[config.mk]
export PLATFORM = sky130hd
export DESIGN_NAME = result_converter
export DESIGN_NICKNAME = d
export VERILOG_FILES = /design/src/rtl/result_converter.sv
export SDC_FILE = /design/constraint.sdc
export NUM_CORES = 1
export LEC_CHECK = 0
export ABC_AREA = 1
export BUFFER_PORTS_ARGS = -buffer_cell sky130_fd_sc_hd__clkbuf_2
export CORE_ASPECT_RATIO = 0.9
export CORE_MARGIN = 10
export CORE_UTILIZATION = 26
export DETAILED_ROUTE_END_ITERATION = 16
export GPL_ROUTABILITY_DRIVEN = 0
export PLACE_DENSITY = 0.52
export RECOVER_POWER = 50
export SYNTH_ARGS = -nofsm -noshare
export SYNTH_HDL_FRONTEND = slang
export SYNTH_SLANG_ARGS = --single-unit
[constraint.sdc]
create_clock -name clk -period 2.4 [get_ports clk]
set_input_delay 0.48 -clock clk [delete_from_list [all_inputs] [get_ports clk]]
set_output_delay 0.48 -clock clk [all_outputs]
set_load 0.01 [all_outputs]
[src/rtl/result_converter.sv]
// result_converter
//   Back end of the sine/cosine path. Latches a CORDIC fixed-point sin/cos pair
//   of the reduced angle, undoes the quadrant fold given by flip, and converts
//   both values to IEEE 754 single precision for the processor.
//
//   Optional feature macro: RESULT_SATURATE_EN
//     defined     - after unfolding, |sin| and |cos| are clamped to 1.0
//                   (2^FRAC_BITS), absorbing CORDIC gain overshoot; sign kept.
//     not defined - values are converted as-is.
//
// Ports
//   clk       in   1     system clock, rising edge
//   rst_n     in   1     asynchronous active-low reset
//   valid_in  in   1     cordic result ready (level, held until recived)
//   sin_in    in   IN_W  signed fixed-point sine of reduced angle
//   cos_in    in   IN_W  signed fixed-point cosine of reduced angle
//   flip      in   3     signed quadrant count from the normalizer
//   start     in   1     processor begins next op; clears done
//   recived   out  1     one-cycle pulse: cordic result latched
//   sin_out   out  32    IEEE 754 sine of original angle
//   cos_out   out  32    IEEE 754 cosine of original angle
//   done      out  1     level: sin_out/cos_out valid
module result_converter #(
    parameter int IN_W      = 16,
    parameter int FRAC_BITS = 14
) (
    input  logic            clk,
    input  logic            rst_n,
    input  logic            valid_in,
    input  logic [IN_W-1:0] sin_in,
    input  logic [IN_W-1:0] cos_in,
    input  logic [2:0]      flip,
    input  logic            start,
    output logic            recived,
    output logic [31:0]     sin_out,
    output logic [31:0]     cos_out,
    output logic            done
);

    localparam int KW = $clog2(IN_W + 2);
`ifdef RESULT_SATURATE_EN
    localparam logic [IN_W:0] ONE = {{IN_W{1'b0}}, 1'b1} << FRAC_BITS;
`endif

    typedef enum logic [2:0] {IDLE, QUAD, NORM_S, NORM_C, DONE} state_t;

    state_t          state;
    logic [IN_W-1:0] s_lat;
    logic [IN_W-1:0] c_lat;
    logic [2:0]      flip_lat;

    // Shared normaliser: working magnitude, sign and shift count.
    logic [IN_W:0]   mag;
    logic            sgn;
    logic [KW-1:0]   k;

    // Cosine operand parked while sine is normalised.
    logic [IN_W:0]   c_mag_r;
    logic            c_sgn_r;

    logic signed [IN_W:0] s_ext, c_ext, s_rot, c_rot;
    logic [1:0]           q;
    logic [IN_W:0]        s_mag_q, c_mag_q;

    function automatic logic [IN_W:0] abs_val(input logic signed [IN_W:0] v);
        return v[IN_W] ? $unsigned(-v) : $unsigned(v);
    endfunction

    // Leading one sits at bit IN_W after k shifts, so the value is
    // 2^(IN_W-k-FRAC_BITS) * 1.frac; the bits below it are the mantissa.
    function automatic logic [31:0] pack(input logic s, input logic [IN_W-1:0] frac,
                                         input logic [KW-1:0] kk);
        logic [7:0]  e;
        logic [22:0] man;
        e   = 8'(127 + IN_W - FRAC_BITS - int'(kk));
        man = '0;
        man[22 -: IN_W] = frac;
        return {s, e, man};
    endfunction

    // Quadrant unfold at IN_W+1 bits so negating -2^(IN_W-1) cannot overflow.
    always_comb begin
        s_ext = {s_lat[IN_W-1], s_lat};
        c_ext = {c_lat[IN_W-1], c_lat};
        q     = 2'(3'd0 - flip_lat);
        s_rot = s_ext;
        c_rot = c_ext;
        case (q)
            2'd1: begin s_rot = c_ext;  c_rot = -s_ext; end
            2'd2: begin s_rot = -s_ext; c_rot = -c_ext; end
            2'd3: begin s_rot = -c_ext; c_rot = s_ext;  end
            default: begin s_rot = s_ext; c_rot = c_ext; end
        endcase
        s_mag_q = abs_val(s_rot);
        c_mag_q = abs_val(c_rot);
`ifdef RESULT_SATURATE_EN
        if (s_mag_q > ONE) s_mag_q = ONE;
        if (c_mag_q > ONE) c_mag_q = ONE;
`endif
    end

    always_ff @(posedge clk or negedge rst_n) begin
        if (!rst_n) begin
            state    <= IDLE;
            recived  <= 1'b0;
            done     <= 1'b0;
            sin_out  <= '0;
            cos_out  <= '0;
            s_lat    <= '0;
            c_lat    <= '0;
            flip_lat <= '0;
            mag      <= '0;
            sgn      <= 1'b0;
            k        <= '0;
            c_mag_r  <= '0;
            c_sgn_r  <= 1'b0;
        end else begin
            recived <= 1'b0;
            if (start) done <= 1'b0;
            case (state)
                IDLE: begin
                    if (valid_in) begin
                        s_lat    <= sin_in;
                        c_lat    <= cos_in;
                        flip_lat <= flip;
                        recived  <= 1'b1;
                        state    <= QUAD;
                    end
                end
                QUAD: begin
                    mag     <= s_mag_q;
                    sgn     <= s_rot[IN_W];
                    k       <= '0;
                    c_mag_r <= c_mag_q;
                    c_sgn_r <= c_rot[IN_W];
                    state   <= NORM_S;
                end
                NORM_S: begin
                    if (mag == '0 || mag[IN_W]) begin
                        sin_out <= (mag == '0) ? 32'h0 : pack(sgn, mag[IN_W-1:0], k);
                        mag     <= c_mag_r;
                        sgn     <= c_sgn_r;
                        k       <= '0;
                        state   <= NORM_C;
                    end else begin
                        mag <= mag << 1;
                        k   <= k + KW'(1);
                    end
                end
                NORM_C: begin
                    if (mag == '0 || mag[IN_W]) begin
                        cos_out <= (mag == '0) ? 32'h0 : pack(sgn, mag[IN_W-1:0], k);
                        state   <= DONE;
                    end else begin
                        mag <= mag << 1;
                        k   <= k + KW'(1);
                    end
                end
                DONE: begin
                    done  <= 1'b1;
                    state <= IDLE;
                end
                default: state <= IDLE;
            endcase
        end
    end

endmodule

==> qor.yml, run 1 <==
run_status:
  status: "finished clean"
synthesis:
  syn-instance-count: 1084
  ys_seq_elements: 130
  syn_area_um2: 7970
  synth_cell_types: 42
  avgSynthCellArea_um2: 7.35
  synth_area_leaders: "dfrtp_1 41%, nand2_1 13%, nand3_1 7.3%"
  yosysTopAreaCellShare_pct: 40.8
  yosysTopAreaCell: "dfrtp_1"
  yosysWarnings: 0
  synth_seq_area_share_pct: 40.8
routing:
  drt_pass1_iterations: 5
  routed_wl_um: 24200
  detailroute.via_count: 7324
  viasPerCell: 4.54
  post_drt_wl_per_cell_um: 15.0
  drc: 0
  dr.first_iter.drc_count: 505
  antenna_left: 0
sta:
  slew_viol_final: 0
  slew_headroom_pct: 2.64
  period_minus_slack_ps: 2300
  worst_pin_slew_ps: 1460
  period_share_pct: 95.8
  finalHoldViolations: 0
  fmax_ghz: 0.435
  rsz0062_at_grt: "yes"
  finalSetupViolCount: 0
  fin_skew_ps: 8.43
place:
  hpwl_um: 18300
  io_buffers: 89
  placed_area_um2: 8910
power:
  power_mw: 17.0
  p_leak_nw: 4.57
  p_per_area_nw_per_um2: 1740
  ir_worst_vdd_mv: 0.710
setup_path:
  worstPathCellList: "inv_2 > ha_4 > inv_1 > nor2_2 > nand3_2 > buf_4 > clkinv_1 > nand3_2 > nand3_1 > nand3b_1 > or2_2 > nor2_1 > nand2_1 > nand2_1 > nand3_1 > nand3_1 > nand2_1"
  critPathLaunchType: "flop"
  worstReg2RegEnd: "c_mag_r[15]"
  end_kind: "flop"
  worstSetupPathType: "reg2reg"
  rr_worst_depth: 17
  r2r-start: "c_lat[0]"
  r2r_slack_ps: 100
  crit_path_max_incr_delay_ps: 390
  cp.required_ps: 2720
  cp_max_fo: 3
  cpMaxStageDelayCell: "dfrtp_1"
  worstPathArrival_ps: 2620
global_routing:
  use_met2_pct: 17.9
  track_usage_pct: 12.8
  grt_overflow_total: 0
  grt-busiest-layer: "met1"
  grtUsageMet1_pct: 19.0
  grt_max_degree: 68
  grt_pass1_vias: 6948
  grt_pass1_wl_um: 38400
  antenna_found_initial: 0
  gr-usage-met3_pct: 3.27
layout:
  final_nets: 1243
  syn_to_final_growth_pct: 22.2
  drive_gt1_share_pct: 22.6
  diodes: 0
  stdcell_area_um2: 9730
die:
  start_util_pct: 26.5
  die_height_um: 186
  die_area_um2: 38100
  die_w_um: 205
  rows: 60
  fp.coreArea_um2: 30000
  io-pin-count: 105
worst_hold_path:
  whs_path_depth: 3
  worstHoldPathType: "in2reg"
  hold_end: "c_lat[8]"
  min_from: "cos_in[8]"
clock_network:
  cts-root-buf: "clkbuf_16"
  clock_sinks: 130
  ctsHoldBuffers: 0
  cts-buffers-inserted: 17
  clk_pin_slew_ps: 60
  clkLatencyLatePin_ps: 430
  ctsLongestPathBuffers: 2
  cts_tree: "built"
  cts_max_level: 4
flow_run:
  max-cap-violations: 0
## kinds of logic (layout without fill, tap and decap cells)
logic type,after synthesis,after routing,synth area share [%]
DFF,130,130,40.8
adders and majority gates,7,7,1.10
buffers and inverters,175,287,10.3
other,1,14,0.0471
and+or+nand+nor,581,581,33.9
AOI/OAI and AO/OA,180,180,12.8
xor gates and xnor gates,10,10,1.10
## area by class of cell
cell class	instances	area (um2)
Clock inverter	10	135
Sequential cell	130	3260
Inverter	121	460
Clock buffer	21	440
Timing Repair Buffer	135	797
Tap cell	403	504
Fill cell	3335	20300
Multi-Input combinational cell	792	4140
## through the flow
stage / setup TNS (ps) / std cells / util (%) / hold WS [ps] / worst slack, ps
3_3_place_gp: 0 / 1568 / 29.7 / 450 / 9.99
4_1_cts: 0 / 1599 / 31.6 / 19.0 / 12.1
5_1_grt: -276 / 1612 / 32.4 / 246 / -58.0
6_report: 0 / 1612 / 32.4 / 250 / 101
3_5_place_dp: 0 / 1568 / 29.7 / 452 / 1.12
2_1_floorplan: 0 / 1097 / - / 184 / 265
## state kept, by name, indices dropped and copies added (netlist names)
register  cells
c_lat        16
cos_out      25
sin_out      25
flip_lat      2
s_lat        16
k             5
sgn           1
recived       1
c_sgn_r       1
mag          17
done          1
c_mag_r      17
state         3
## cells in the final DEF (no fill, tap or decap), types with 17 or more instances in the layout
| master | instances |
|---|---|
| buf_4 | 40 |
| clkbuf_16 | 17 |
| inv_1 | 89 |
| nand2_2 | 17 |
| nor2_1 | 86 |
| nand3_2 | 23 |
| clkbuf_2 | 73 |
| nand3_1 | 106 |
| nand2_1 | 274 |
| dfrtp_1 | 128 |
| nand4_1 | 19 |
| inv_2 | 28 |
| clkbuf_1 | 23 |
| o21ai_0 | 113 |
## report_power, final
group          total, mW  leakage [nW]  switching (mW)  internal [mW]
sequential          4.12          1.60           0.861           3.26
combinational       10.2          2.69            6.59           3.63
clock               2.62         0.281           0.996           1.62
total               17.0          4.57            8.44           8.51
## worst max path at each step
stage	from	to	slack, ps	cells past startpoint
6_report	c_lat[0]	c_mag_r[15]	100	17
5_1_grt	c_lat[0]	mag[14]	-60	17
2_1_floorplan	s_lat[0]	mag[12]	260	17
4_1_cts	s_lat[0]	mag[14]	10	16
3_3_place_gp	c_lat[0]	mag[15]	10	17
3_5_place_dp	c_lat[0]	mag[15]	1	17
## Yosys cell counts, drive strengths merged
master / instances
nand2: 293
dfrtp: 130
nand3: 129
o21ai: 129
inv: 118
nor2: 117
buf: 33
nand4: 26
clkbuf: 21
a21oi: 20
a221oi: 15
a22oi: 10
xor2: 9
ha: 7
nand3b: 6
nor3: 6
clkinv: 3
or2: 3
o2111ai: 2
o31ai: 2
a31oi: 1
conb: 1
nor3b: 1
o22ai: 1
xnor2: 1
## layer usage
metal | share of wire, % | routed length, um | vias to the layer above
met1 | 52 | 12600 | 3334
met4 | 0.84 | 204 | 0
met3 | 6.3 | 1530 | 17
met2 | 41 | 9910 | 205
met5 | 0 | 0 | -
li1 | - | - | 3768
## critical path: cells and delay by family (launching register included)
kind | cells | cell delay, ps
AND/OR/NAND/NOR | 12 | 1240
adder cells (fa/ha/maj) | 1 | 150
flip-flops | 1 | 390
buffers and inverters | 4 | 400
## what timing repair did
item / in CTS / in global routing
endpoints found under the hold margin: 0 / 0
pin swaps: 0 / 19
gates resized for setup: 2 / 54
setup endpoints to repair: 3 / 23
setup buffers: 0 / 13
Note: power is estimated with default switching activity, not from simulation.
==> run 2: changes to the inputs <==
--- a/config.mk
+++ b/config.mk
@@ -6,14 +6,15 @@
 export NUM_CORES = 1
 export LEC_CHECK = 0
 export ABC_AREA = 1
-export BUFFER_PORTS_ARGS = -buffer_cell sky130_fd_sc_hd__clkbuf_2
 export CORE_ASPECT_RATIO = 0.9
 export CORE_MARGIN = 10
 export CORE_UTILIZATION = 26
 export DETAILED_ROUTE_END_ITERATION = 16
+export DONT_BUFFER_PORTS = 1
 export GPL_ROUTABILITY_DRIVEN = 0
-export PLACE_DENSITY = 0.52
+export PLACE_DENSITY = 0.49
 export RECOVER_POWER = 50
+export REMOVE_ABC_BUFFERS = 1
 export SYNTH_ARGS = -nofsm -noshare
 export SYNTH_HDL_FRONTEND = slang
 export SYNTH_SLANG_ARGS = --single-unit
==> run 2 against run 1 <==
Effect of this change:
- the run now ends with hold timing left
- sequential cell count did not move
- sequential share of layout area rose by 1.2 points
- critical path depth fell by 2
- via count fell by 2.7%
- cell area fell by 3.3%
- first-iteration DRC count rose by 9.9%
- setup slack got worse by 12 ps
- critical path type unchanged
==> qor.yml, run 2 (same netlist as run 1, synthesis figures left out) <==
layout:
  fill_cells: 3315  # -0.60%
  final_nets: 1157  # -6.9%
  reg_top3: "cos_out (25), sin_out (25)"
  drive_gt1_share_pct: 18.8  # -3.8 points
  diodes: 0  # unchanged
  syn_to_final_growth_pct: 18.1
  final_util_pct: 31.3  # -1.1 points
  layout_commonest_cell: "nand2_1"
  mostFrequentLayoutCells: "275 x nand2_1, 125 x dfrtp_1, 113 x o21ai_0"
routing:
  detailroute.via_count: 7126  # -2.7%
  routed_wl_um: 24600  # +1.4%
  viasPerCell: 4.67  # +2.7%
  antenna_left: 0  # unchanged
  drt_pass1_iterations: 5  # unchanged
  drc: 0  # unchanged
  dr.first_iter.drc_count: 555  # +9.9%
  post_drt_wl_per_cell_um: 16.1  # +7.1%
global_routing:
  grt_overflow_total: 0  # unchanged
  track_usage_pct: 12.9  # +0.090 points
  grt_pass1_wl_um: 38700  # +0.72%
  grt_max_degree: 131  # +93%
  grt_pass1_vias: 6760  # -2.7%
  antenna_found_initial: 0  # unchanged
die:
  start_util_pct: 26.5  # unchanged
  die_area_um2: 38100  # unchanged
  fp.coreArea_um2: 30000  # unchanged
  die_w_um: 205  # unchanged
  io-pin-count: 105  # unchanged
  rows: 60  # unchanged
  die_height_um: 186  # unchanged
sta:
  period_share_pct: 96.3  # +0.51 points
  rsz0062_at_grt: "yes"
  fmax_ghz: 0.433  # -0.53%
  finalSetupViolCount: 0  # unchanged
  slew_viol_final: 0  # unchanged
  finalHoldViolations: 130  # +130
  worst_slack_ps: 88.9  # -12.3 ps
  holdWs_ps: -256  # -506 ps
  fin_skew_ps: 23.7  # +15.3 ps
  period_minus_slack_ps: 2310  # +12.3 ps
place:
  dp_worst_setup_slack_ps: -51.7  # -52.9 ps
  hpwl_um: 18200  # -1.0%
  io_buffers: 0  # -100%
setup_path:
  r2r-start: "c_lat[1]"
  critPathLaunchType: "flop"
  cp-startpoint: "c_lat[1]"
  cp.required_ps: 2700  # -20 ps
  cpMaxStageDelayCell: "dfrtp_1"
  worstPathArrival_ps: 2620  # about the same
  worstSetupPathType: "reg2reg"
  cp_max_fo: 4  # +1
  end_kind: "flop"
  cpMostUsedCell: "nand2_1"
  crit_path_max_incr_delay_ps: 380  # about the same
  worstPathCellList: "buf_4 > nor2_2 > nand3_2 > nor2_4 > nand2_1 > nand3_1 > nand4_1 > inv_1 > nand2_1 > nor2_4 > nand2_1 > nand2_1 > nand2_1 > nand3_1 > a21oi_1"
power:
  ir_worst_vdd_mv: 0.575  # -19%
  p_per_area_nw_per_um2: 1810  # +4.2%
  p_leak_nw: 4.29  # -6.1%
clock_network:
  cts_max_level: 4  # unchanged
  clock_sinks: 130  # unchanged
  cts-buffers-inserted: 17  # unchanged
  cts-root-buf: "clkbuf_16"
  ctsLongestPathBuffers: 2  # unchanged
  clkLatencyLatePin_ps: 440  # about the same
  clk_pin_slew_ps: 60  # about the same
  cts_tree: "built"
worst_hold_path:
  worstHoldPathType: "in2async"
run_status:
  status: "complete, but fails checks"
  violations: "hold timing"
flow_run:
  max-cap-violations: 0  # unchanged
-- run 2: stage by stage --
step                instance area [um2]  hold WS, ps  cells  TNS (ps)  power (mW)
floorplan                          7650          184   1043    -52210        10.5
CTS                                9150         -291   1519         0        16.5
detailed placement                 8510          191   1487      -141        13.5
global route                       9410         -282   1527      -134        18.7
finish                             9410         -256   1527         0        17.1
global placement                   8510          190   1487     -13.1        13.4
-- run 2: worst max-delay path: cells and delay by family (launching register included) --
family          cells  cell delay [ps]
flops               1              380
simple gates       12             1450
compound gates      1               60
buf+inv             2              280
-- run 2: layout make-up --
class	instances	area [um2]	area share [%]
Multi-Input combinational cell	792	4140	43.9
Clock buffer	19	453	4.81
Clock inverter	13	171	1.82
Tap cell	403	504	5.36
Timing Repair Buffer	49	427	4.53
Inverter	121	459	4.88
Sequential cell	130	3260	34.6
-- run 2: metal layers --
| metal | up-vias | wire length [um] | track usage (%) |
|---|---|---|---|
| met5 | - | 0 | 0 |
| met4 | 0 | 323 | 3.34 |
| li1 | 3582 | - | - |
| met2 | 198 | 10300 | 18.7 |
| met1 | 3322 | 12400 | 18.4 |
| met3 | 24 | 1610 | 3.35 |
-- run 2: worst paths after layout --
path                                     to  slack (ps)  cells after the start
worst max-delay path                mag[12]          90                     15
min in group clk                  c_lat[14]         160                      2
worst min register to register  c_mag_r[16]         480                      2
max in group asynchronous          c_lat[8]        2350                      0
worst min-delay path                recived        -260                      0
worst max register to register      mag[12]          90                     15
-- run 2: what timing repair did --
action | CTS | global route
gates resized for setup | 2 | 56
buffers inserted | 0 | 7
pin swaps | 0 | 10
setup endpoints to repair | 7 | 30
cloned | 0 | 1
endpoints found under the hold margin | 130 | 130
-- run 2: where the power goes --
part	switching [mW]	leakage (nW)	total [mW]	internal [mW]
logic	6.27	2.39	9.84	3.57
clock network	1.13	0.301	2.84	1.71
registers	1.14	1.60	4.40	3.26
total	8.54	4.29	17.1	8.54
